===== src/rtl/triple_pkg.sv =====
// Shared types and defaults for the stream-to-triple packer feeding the 3-input sorter.
package triple_pkg;

    localparam int TP_WIDTH = 8;
    localparam logic [TP_WIDTH-1:0] TP_PAD_VAL = 8'h00;

    typedef struct packed {
        logic [TP_WIDTH-1:0] a;
        logic [TP_WIDTH-1:0] b;
        logic [TP_WIDTH-1:0] c;
    } triple_t;

    typedef enum logic [1:0] {
        FILL0 = 2'd0,
        FILL1 = 2'd1,
        FILL2 = 2'd2
    } fill_e;

    // An element closes its group either as the third lane or when flagged last.
    function automatic logic closes_group(fill_e fill, logic last);
        return (fill == FILL2) || last;
    endfunction

endpackage


===== src/rtl/triple_packer_if.sv =====
// Byte-stream input and triple output handshakes of the packer, bundled as one interface.
interface triple_packer_if #(
    parameter int WIDTH = triple_pkg::TP_WIDTH
);
    logic [WIDTH-1:0] in_data;
    logic             in_valid;
    logic             in_last;
    logic             in_ready;
    logic [WIDTH-1:0] out_a;
    logic [WIDTH-1:0] out_b;
    logic [WIDTH-1:0] out_c;
    logic [1:0]       out_count;
    logic             out_valid;
    logic             out_ready;

    // master: the environment (producer upstream, sorter downstream)
    modport master (
        output in_data, in_valid, in_last, out_ready,
        input  in_ready, out_a, out_b, out_c, out_count, out_valid
    );

    // slave: the packer itself
    modport slave (
        input  in_data, in_valid, in_last, out_ready,
        output in_ready, out_a, out_b, out_c, out_count, out_valid
    );
endinterface


===== src/rtl/triple_out_reg.sv =====
// Output holding register: loads a finished triple on launch, holds it while the sorter stalls.
module triple_out_reg
    import triple_pkg::*;
#(
    parameter logic [TP_WIDTH-1:0] PAD_VAL = TP_PAD_VAL
) (
    input  logic       clk,
    input  logic       rst_n,
    input  logic       launch,
    input  triple_t    load_triple,
    input  logic [1:0] load_count,
    input  logic       out_ready,
    output triple_t    out_triple,
    output logic [1:0] out_count,
    output logic       out_valid
);

    // The top only launches into a free slot, so a launch always wins over a drain.
    always_ff @(posedge clk) begin
        if (!rst_n) begin
            out_triple <= '{a: PAD_VAL, b: PAD_VAL, c: PAD_VAL};
            out_count  <= 2'd0;
            out_valid  <= 1'b0;
        end else if (launch) begin
            out_triple <= load_triple;
            out_count  <= load_count;
            out_valid  <= 1'b1;
        end else if (out_ready) begin
            out_valid  <= 1'b0;
        end
    end

endmodule


===== src/rtl/triple_packer.sv =====
// Groups a byte stream into padded (a, b, c) triples for the sorter; short groups end on in_last.
module triple_packer
    import triple_pkg::*;
#(
    parameter int WIDTH = TP_WIDTH,
    parameter logic [WIDTH-1:0] PAD_VAL = TP_PAD_VAL
) (
    input logic            clk,
    input logic            rst_n,
    triple_packer_if.slave bus
);

    fill_e            cnt;
    logic [WIDTH-1:0] stage_a;
    logic [WIDTH-1:0] stage_b;
    logic             completes;
    logic             in_ready;
    logic             accept;
    logic             launch;
    triple_t          next_triple;
    logic [1:0]       next_count;
    triple_t          out_triple;
    logic [1:0]       out_count;
    logic             out_valid;

    // Only a completing element needs the output slot; staging elements never stall.
    assign completes = closes_group(cnt, bus.in_last);
    assign in_ready  = !(completes && out_valid && !bus.out_ready);
    assign accept    = bus.in_valid && in_ready;
    assign launch    = accept && completes;

    always_comb begin
        next_triple = '{a: stage_a, b: stage_b, c: bus.in_data};
        next_count  = 2'd3;
        if (bus.in_last) begin
            case (cnt)
                FILL0: begin
                    next_triple = '{a: bus.in_data, b: PAD_VAL, c: PAD_VAL};
                    next_count  = 2'd1;
                end
                FILL1: begin
                    next_triple = '{a: stage_a, b: bus.in_data, c: PAD_VAL};
                    next_count  = 2'd2;
                end
                default: begin
                    next_triple = '{a: stage_a, b: stage_b, c: bus.in_data};
                    next_count  = 2'd3;
                end
            endcase
        end
    end

    // Fill-state machine; staged lanes are simply overwritten by the next group.
    always_ff @(posedge clk) begin
        if (!rst_n) begin
            cnt     <= FILL0;
            stage_a <= PAD_VAL;
            stage_b <= PAD_VAL;
        end else if (accept) begin
            if (completes) begin
                cnt <= FILL0;
            end else begin
                case (cnt)
                    FILL0: begin
                        stage_a <= bus.in_data;
                        cnt     <= FILL1;
                    end
                    FILL1: begin
                        stage_b <= bus.in_data;
                        cnt     <= FILL2;
                    end
                    default: cnt <= FILL0;
                endcase
            end
        end
    end

    triple_out_reg #(
        .PAD_VAL (PAD_VAL)
    ) u_out_reg (
        .clk         (clk),
        .rst_n       (rst_n),
        .launch      (launch),
        .load_triple (next_triple),
        .load_count  (next_count),
        .out_ready   (bus.out_ready),
        .out_triple  (out_triple),
        .out_count   (out_count),
        .out_valid   (out_valid)
    );

    assign bus.in_ready  = in_ready;
    assign bus.out_a     = out_triple.a;
    assign bus.out_b     = out_triple.b;
    assign bus.out_c     = out_triple.c;
    assign bus.out_count = out_count;
    assign bus.out_valid = out_valid;

endmodule

===== src/flat_wrapper.sv =====
// flat-port wrapper written by rule: the top's interface ports become plain ports
module triple_packer_flat import triple_pkg::*;
#(
    parameter int WIDTH = TP_WIDTH,
    parameter logic [WIDTH-1:0] PAD_VAL = TP_PAD_VAL
)
  (clk, rst_n, bus_in_data, bus_in_valid, bus_in_last, bus_out_ready, bus_in_ready, bus_out_a, bus_out_b, bus_out_c, bus_out_count, bus_out_valid);
  triple_packer_if #(.WIDTH(WIDTH)) bus_i ();
  input logic clk;
  input logic rst_n;
  input wire logic [$bits(bus_i.in_data)-1:0] bus_in_data;
  input wire logic [$bits(bus_i.in_valid)-1:0] bus_in_valid;
  input wire logic [$bits(bus_i.in_last)-1:0] bus_in_last;
  input wire logic [$bits(bus_i.out_ready)-1:0] bus_out_ready;
  output wire logic [$bits(bus_i.in_ready)-1:0] bus_in_ready;
  output wire logic [$bits(bus_i.out_a)-1:0] bus_out_a;
  output wire logic [$bits(bus_i.out_b)-1:0] bus_out_b;
  output wire logic [$bits(bus_i.out_c)-1:0] bus_out_c;
  output wire logic [$bits(bus_i.out_count)-1:0] bus_out_count;
  output wire logic [$bits(bus_i.out_valid)-1:0] bus_out_valid;
  assign bus_i.in_data = bus_in_data;
  assign bus_i.in_valid = bus_in_valid;
  assign bus_i.in_last = bus_in_last;
  assign bus_i.out_ready = bus_out_ready;
  assign bus_in_ready = bus_i.in_ready;
  assign bus_out_a = bus_i.out_a;
  assign bus_out_b = bus_i.out_b;
  assign bus_out_c = bus_i.out_c;
  assign bus_out_count = bus_i.out_count;
  assign bus_out_valid = bus_i.out_valid;
  triple_packer #(.WIDTH(WIDTH), .PAD_VAL(PAD_VAL)) u_core (.clk(clk), .rst_n(rst_n), .bus(bus_i));
endmodule

===== config.mk =====
export PLATFORM = sky130hd
export DESIGN_NAME = triple_packer_flat
export DESIGN_NICKNAME = d
export VERILOG_FILES = /design/src/rtl/triple_pkg.sv /design/src/rtl/triple_packer_if.sv /design/src/rtl/triple_out_reg.sv /design/src/rtl/triple_packer.sv /design/src/flat_wrapper.sv
export SDC_FILE = /design/constraint.sdc
export NUM_CORES = 1
export LEC_CHECK = 0
export ABC_AREA = 1
export CAP_MARGIN = 20
export CORE_MARGIN = 1.5
export CORE_UTILIZATION = 40
export DETAILED_ROUTE_END_ITERATION = 8
export PLACE_DENSITY_LB_ADDON = 0.3
export SETUP_SLACK_MARGIN = 0.05
export SYNTH_ARGS = -nofsm -noshare
export SYNTH_HDL_FRONTEND = slang
export SYNTH_HIERARCHICAL = 1
export SYNTH_SLANG_ARGS = --single-unit

===== constraint.sdc =====
create_clock -name clk -period 1.3 [get_ports clk]
set_input_delay 0.13 -clock clk [delete_from_list [all_inputs] [get_ports clk]]
set_output_delay 0.13 -clock clk [all_outputs]
set_load 0.05 [all_outputs]

; After elaboration in Yosys (flattened, before gate mapping)
; Index checks and enable logic that the tools add are counted.
; Widths: inputs -> output; s select.
[totals]
regBits = 45
mem_bits_rw = 0
latch_bits = 0
out_inout_bits = 28
mem_count = 0
mem_bits_ro = 0
[op_classes]
addsub = 0
n_bitwise = 1
n_eq_ne = 2
div = 0
shift = 0
n_lt_le_gt_ge = 0
n_mul = 0
muxes = 8
reduce_logical = 11
[op_table]
columns = operator, n
row1 = $pmux 24 s2, 1
row2 = $mux 24, 1
row3 = $pmux 2 s2, 2
row4 = $reduce_and 3->1, 2
row5 = $logic_and 1x1->1, 4
row6 = $mux 2, 2
row7 = $eq 2x1->1 const B, 1
row8 = $eq 2x2->1 const B, 1
row9 = $logic_not 1->1, 2
row10 = $logic_not 2->1, 1
row11 = $mux 1, 2
row12 = $reduce_bool 2->1, 1
row13 = $logic_or 1x1->1, 1
row14 = $not 1->1, 1

; Longest topological paths before layout
[logic_depth]
depth_word = 8
depth_mapped = 11
depth_no_buf = 9

; Hierarchy
; The synthesis kept the hierarchy.
[by_module_without_submodules]
columns = module, cells_each, n_inst, seq_area_each_um2, area_per_inst_um2
row1 = triple_out_reg, 117, 1, 540.5, 979.7
row2 = triple_packer, 133, 1, 360.3, 928.4

; Least setup slack after synthesis
; OpenSTA, ideal clock, no wires.
[synth_path]
path_kind = reg2reg
startpoint = register u_core.u_out_reg.out_valid
endpoint = register u_core/u_out_reg/out_triple[21] (netlist name)
setup_time_ps = 116
t_required_ps = 1184
t_arrival_ps = 1627
stages_incl_launch_ff = 10
setup_slack_ps = -443
path_buffers = 2
path_cell_list = dfxtp_1 -> inv_1 -> nor2_1 -> nand2_2 -> nand3_1 -> inv_1 -> buf_6 -> buf_6 -> o21ai_0 -> nor2_1
[synth_between]
elab_chain_cells = 5
[synth_rtl]
columns = item, line
row1 = "start, declared", triple_out_reg.sv:15  ; output logic out_valid
row2 = "start signal, assigned", triple_out_reg.sv:23  ; out_valid <= 1'b0;
row3 = "start signal, assigned", triple_out_reg.sv:27  ; out_valid <= 1'b1;
row4 = "start signal, assigned", triple_out_reg.sv:29  ; out_valid <= 1'b0;
row5 = $logic_and 1x1->1 (2 in a row), triple_packer.sv:28  ; assign in_ready = !(completes && out_valid && !bus.out_ready);
row6 = $logic_not 1->1, triple_packer.sv:28
row7 = named net bus_in_ready, flat_wrapper.sv:15  ; output wire logic [$bits(bus_i.in_ready)-1:0] bus_in_ready;
row8 = $logic_and 1x1->1, triple_packer.sv:29  ; assign accept = bus.in_valid && in_ready;
row9 = $logic_and 1x1->1, triple_packer.sv:30  ; assign launch = accept && completes;
row10 = named net u_core.launch, triple_packer.sv:19  ; logic launch;
; The timed path passes the listed nets, and every way through them passes these cells.
; A chain may end at the register's enable or synchronous reset.

; Worst setup path in the final report
[layout_path]
startpoint = register u_core.cnt[0]
endpoint = output bus_in_ready
[layout_between]
elab_chain_cells = 5
[layout_rtl]
columns = item, line
row1 = "start, declared", triple_packer.sv:13  ; fill_e cnt;
row2 = "start signal, assigned", triple_packer.sv:56  ; cnt <= FILL0;
row3 = "start signal, assigned", triple_packer.sv:61  ; cnt <= FILL0;
row4 = "start signal, assigned", triple_packer.sv:66  ; cnt <= FILL1;
row5 = $eq 2x2->1, triple_pkg.sv:21  ; return (fill == FILL2) || last;
row6 = $logic_or 1x1->1, triple_pkg.sv:21
row7 = $logic_and 1x1->1 (2 in a row), triple_packer.sv:28
row8 = $logic_not 1->1, triple_packer.sv:28
row9 = "end, declared", flat_wrapper.sv:15
; No other way between the ends.

==> flow_summary.ini <==
[status]
outcome = finished clean

[clock_network]
clock_latency_ps = 300
clk_pin_slew_ps = 80
h-tree-depth = 2
cts.sinks = 45
ctsRootBufferMaster = clkbuf_8
numCtsBuffers = 5
cts_tree = built
clk_path_buf_depth = 2

[synthesis]
yosys_warnings = 6
synth_cell_types = 21
syn_inst = 250
ys_seq_area_frac = 0.472
avgSynthCellArea_um2 = 7.63
syn_nets = 263
synth_area_um2 = 1910
ys_seq_elements = 45

[placement]
hpwl_mm = 2.97
port_buffers = 40
dp_cells = 344
routabilityCongestion = 0.806

[timing]
fin_skew_ps = 6.02
fmax_ghz = 0.798
slew_headroom = 0.806
hold_viol = 0
finalSetupViolCount = 0
maxSlewViolCount = 0
post-route-period-util = 0.964
whs_ps = 422
rsz0062_at_grt = yes
period_needed_ps = 1250
worst_pin_slew_ps = 291

[drt]
drtIter0Drc = 82
drc = 0
via_per_inst = 5.01
wl_mm = 4.70
wl_per_cell_um = 13.1
dr.pass1.iters = 4
ant_nets = 0
num_vias = 1798

[worst_hold_path]
hold_path_depth = 6
hold_end = u_core/u_out_reg/out_count[1]$_SDFFE_PN0P_
hp-class = in2reg
hold_start = bus_in_last

[finish]
antenna_cells = 0
post_route_cells_drive_above_1_share = 0.283
n_fill_cell = 337
seq_area_um2 = 912
nets = 319
final_util = 0.657
synthToLayoutAreaGrowth_pct = 54.2
final_cells = 359
multi_input_area_um2 = 850

[global_routing]
grt_usage = 0.180
grt_pass1_vias = 1677
antenna_found_initial = 0
grt_start_max_net_pins = 28
grt_pass1_wl_mm = 7.38
grt_overflow = 0

[floorplan]
core-area_um2 = 4470
die_area_um2 = 5190
rows = 24
dieHeight_um = 72.1
die_w_um = 72.1
initial_core_util = 0.426
io_pins = 41

[setup_path]
cpMostUsedCell = nand2_4
cp.arrival_ps = 1120
r2r_end = u_core/u_out_reg/out_triple[18]$_SDFFE_PN0P_
critPathCaptureType = output pin
critPathMaxStageDelay_ps = 350
worstPathRequired_ps = 1170
slowest_stage = dfxtp_4
path_max_fanout = 2
r2r_setup_slack_ps = 70
crit_path_start_kind = flop
path_class = reg2out
crit_family = flip-flops
crit_buf_inv = 3
path_cells = inv_4, nand2_4, nand2_4, nand2_4, buf_6, buf_12
rr_worst_depth = 8
r2r_start = u_core/cnt[1]$_SDFFE_PN0N_

[power]
seqPwrFrac = 0.458
p_sw_frac = 0.301
power_mw = 3.33
power_switching_mw = 1.00
comb_power_share = 0.260
pwr_density_cell_nw_per_um2 = 1130
p_leak_nw = 1.24
clockPowerShare = 0.282
ir_drop_mv = 0.646
p_int_mw = 2.33

[job]
maxCapViolations = 0
-- what timing repair did --
action,CTS,global route
hold endpoints to repair,0,0
buffers inserted,2,4
hold buffers,0,0
resized for setup,5,22
gates cloned,0,1
pin swaps,2,15
setup endpoints to repair,7,34
-- through the flow --
stage | cell area, um^2 | TNS, ps | setup WS, ps
6_report | 2940 | 0 | 47.1
3_5_place_dp | 2710 | -6670 | -242
2_1_floorplan | 1940 | -2130 | -106
3_3_place_gp | 2710 | -5010 | -159
4_1_cts | 2830 | 0 | 22.8
5_1_grt | 2940 | -28.5 | -25.9
-- sequential cells by signal, summed over array words and instances, names as in the netlist --
| register | cells |
|---|---|
| u_core/stage_b | 8 |
| u_core/cnt | 2 |
| u_core/u_out_reg/out_triple | 24 |
| u_core/stage_a | 8 |
| u_core/u_out_reg/out_count | 2 |
| u_core/u_out_reg/out_valid | 1 |
-- layout by cell type, fill, tap and decap left out, types with 4 or more instances in the layout --
master            n
clkdlybuf4s50_1  11
a21oi_1          20
nor2_1           64
buf_4            13
nand2_4           4
o22ai_1           8
dfxtp_1          42
nand2_1          21
buf_12           31
inv_1            19
clkbuf_8          7
o21ai_1          26
a21oi_2           6
o21ai_0           7
-- layer usage --
| metal | GRT usage | part of all wire | up-vias |
|---|---|---|---|
| li1 | - | - | 920 |
| met1 | 0.225 | 0.45 | 807 |
| met2 | 0.294 | 0.48 | 59 |
| met3 | 0.0389 | 0.047 | 12 |
| met4 | 0.0922 | 0.021 | 0 |
| met5 | 0 | 0 | - |
-- worst register-to-register path, stage by stage, from the launching register on --
cell     delay [ps]
dfxtp_4         370
inv_6            70
nand2_4          60
nor2_4          190
buf_12          150
nor2_1           40
a21oi_1         120
nor2_1           70
nor2_1          100
-- logic make-up after synthesis --
logic type | Yosys count | synth area share
and+or+nand+nor | 98 | 0.220
AOI/OAI and AO/OA | 69 | 0.194
DFF | 45 | 0.472
buffers and inverters | 38 | 0.114
-- synthesized netlist by cell type (all sizes together) --
cell	n	share of area
o21ai	35	0.096
nand3	1	0.0026
clkinv	1	0.0020
nand2	26	0.055
inv	27	0.058
buf	10	0.054
a21oi	26	0.072
nor2	69	0.14
o22ai	8	0.026
dfxtp	45	0.47
nand4	2	0.022
-- how the worst max path moves through the flow --
stage	start	end	slack, ps	cells after the start
after detailed placement	bus_in_last	u_core/u_out_reg/out_count[1]$_SDFFE_PN0P_	-240	9
after floorplan	u_core/cnt[0]$_SDFFE_PN0N_	u_core/u_out_reg/out_triple[11]$_SDFFE_PN0P_	-110	11
final	u_core/cnt[0]$_SDFFE_PN0N_	bus_in_ready	50	6
after CTS	u_core/cnt[0]$_SDFFE_PN0N_	bus_in_ready	20	6
after global routing	u_core/cnt[1]$_SDFFE_PN0N_	u_core/u_out_reg/out_triple[21]$_SDFFE_PN0P_	-30	8
after global placement	bus_in_last	u_core/u_out_reg/out_count[0]$_SDFFE_PN0P_	-160	9
-- area by class of cell --
| type | count | area share |
|---|---|---|
| clock buffer | 7 | 0.0328 |
| sequential | 45 | 0.310 |
| timing repair buffer | 59 | 0.302 |
| tap | 52 | 0.0221 |
| inverter | 28 | 0.0425 |
| clock inverter | 1 | 0.00170 |
| multi-input combinational | 167 | 0.289 |
-- power by group through the flow --
stage	combinational, mW	clock (mW)	sequential [mW]
finish	0.867	0.941	1.53
global route	0.919	1.02	1.54
CTS	0.825	0.948	1.53
detailed placement	0.812	0	1.56
global placement	0.803	0	1.56
floorplan	0.255	0	1.72
(Power assumes the default switching activity.)
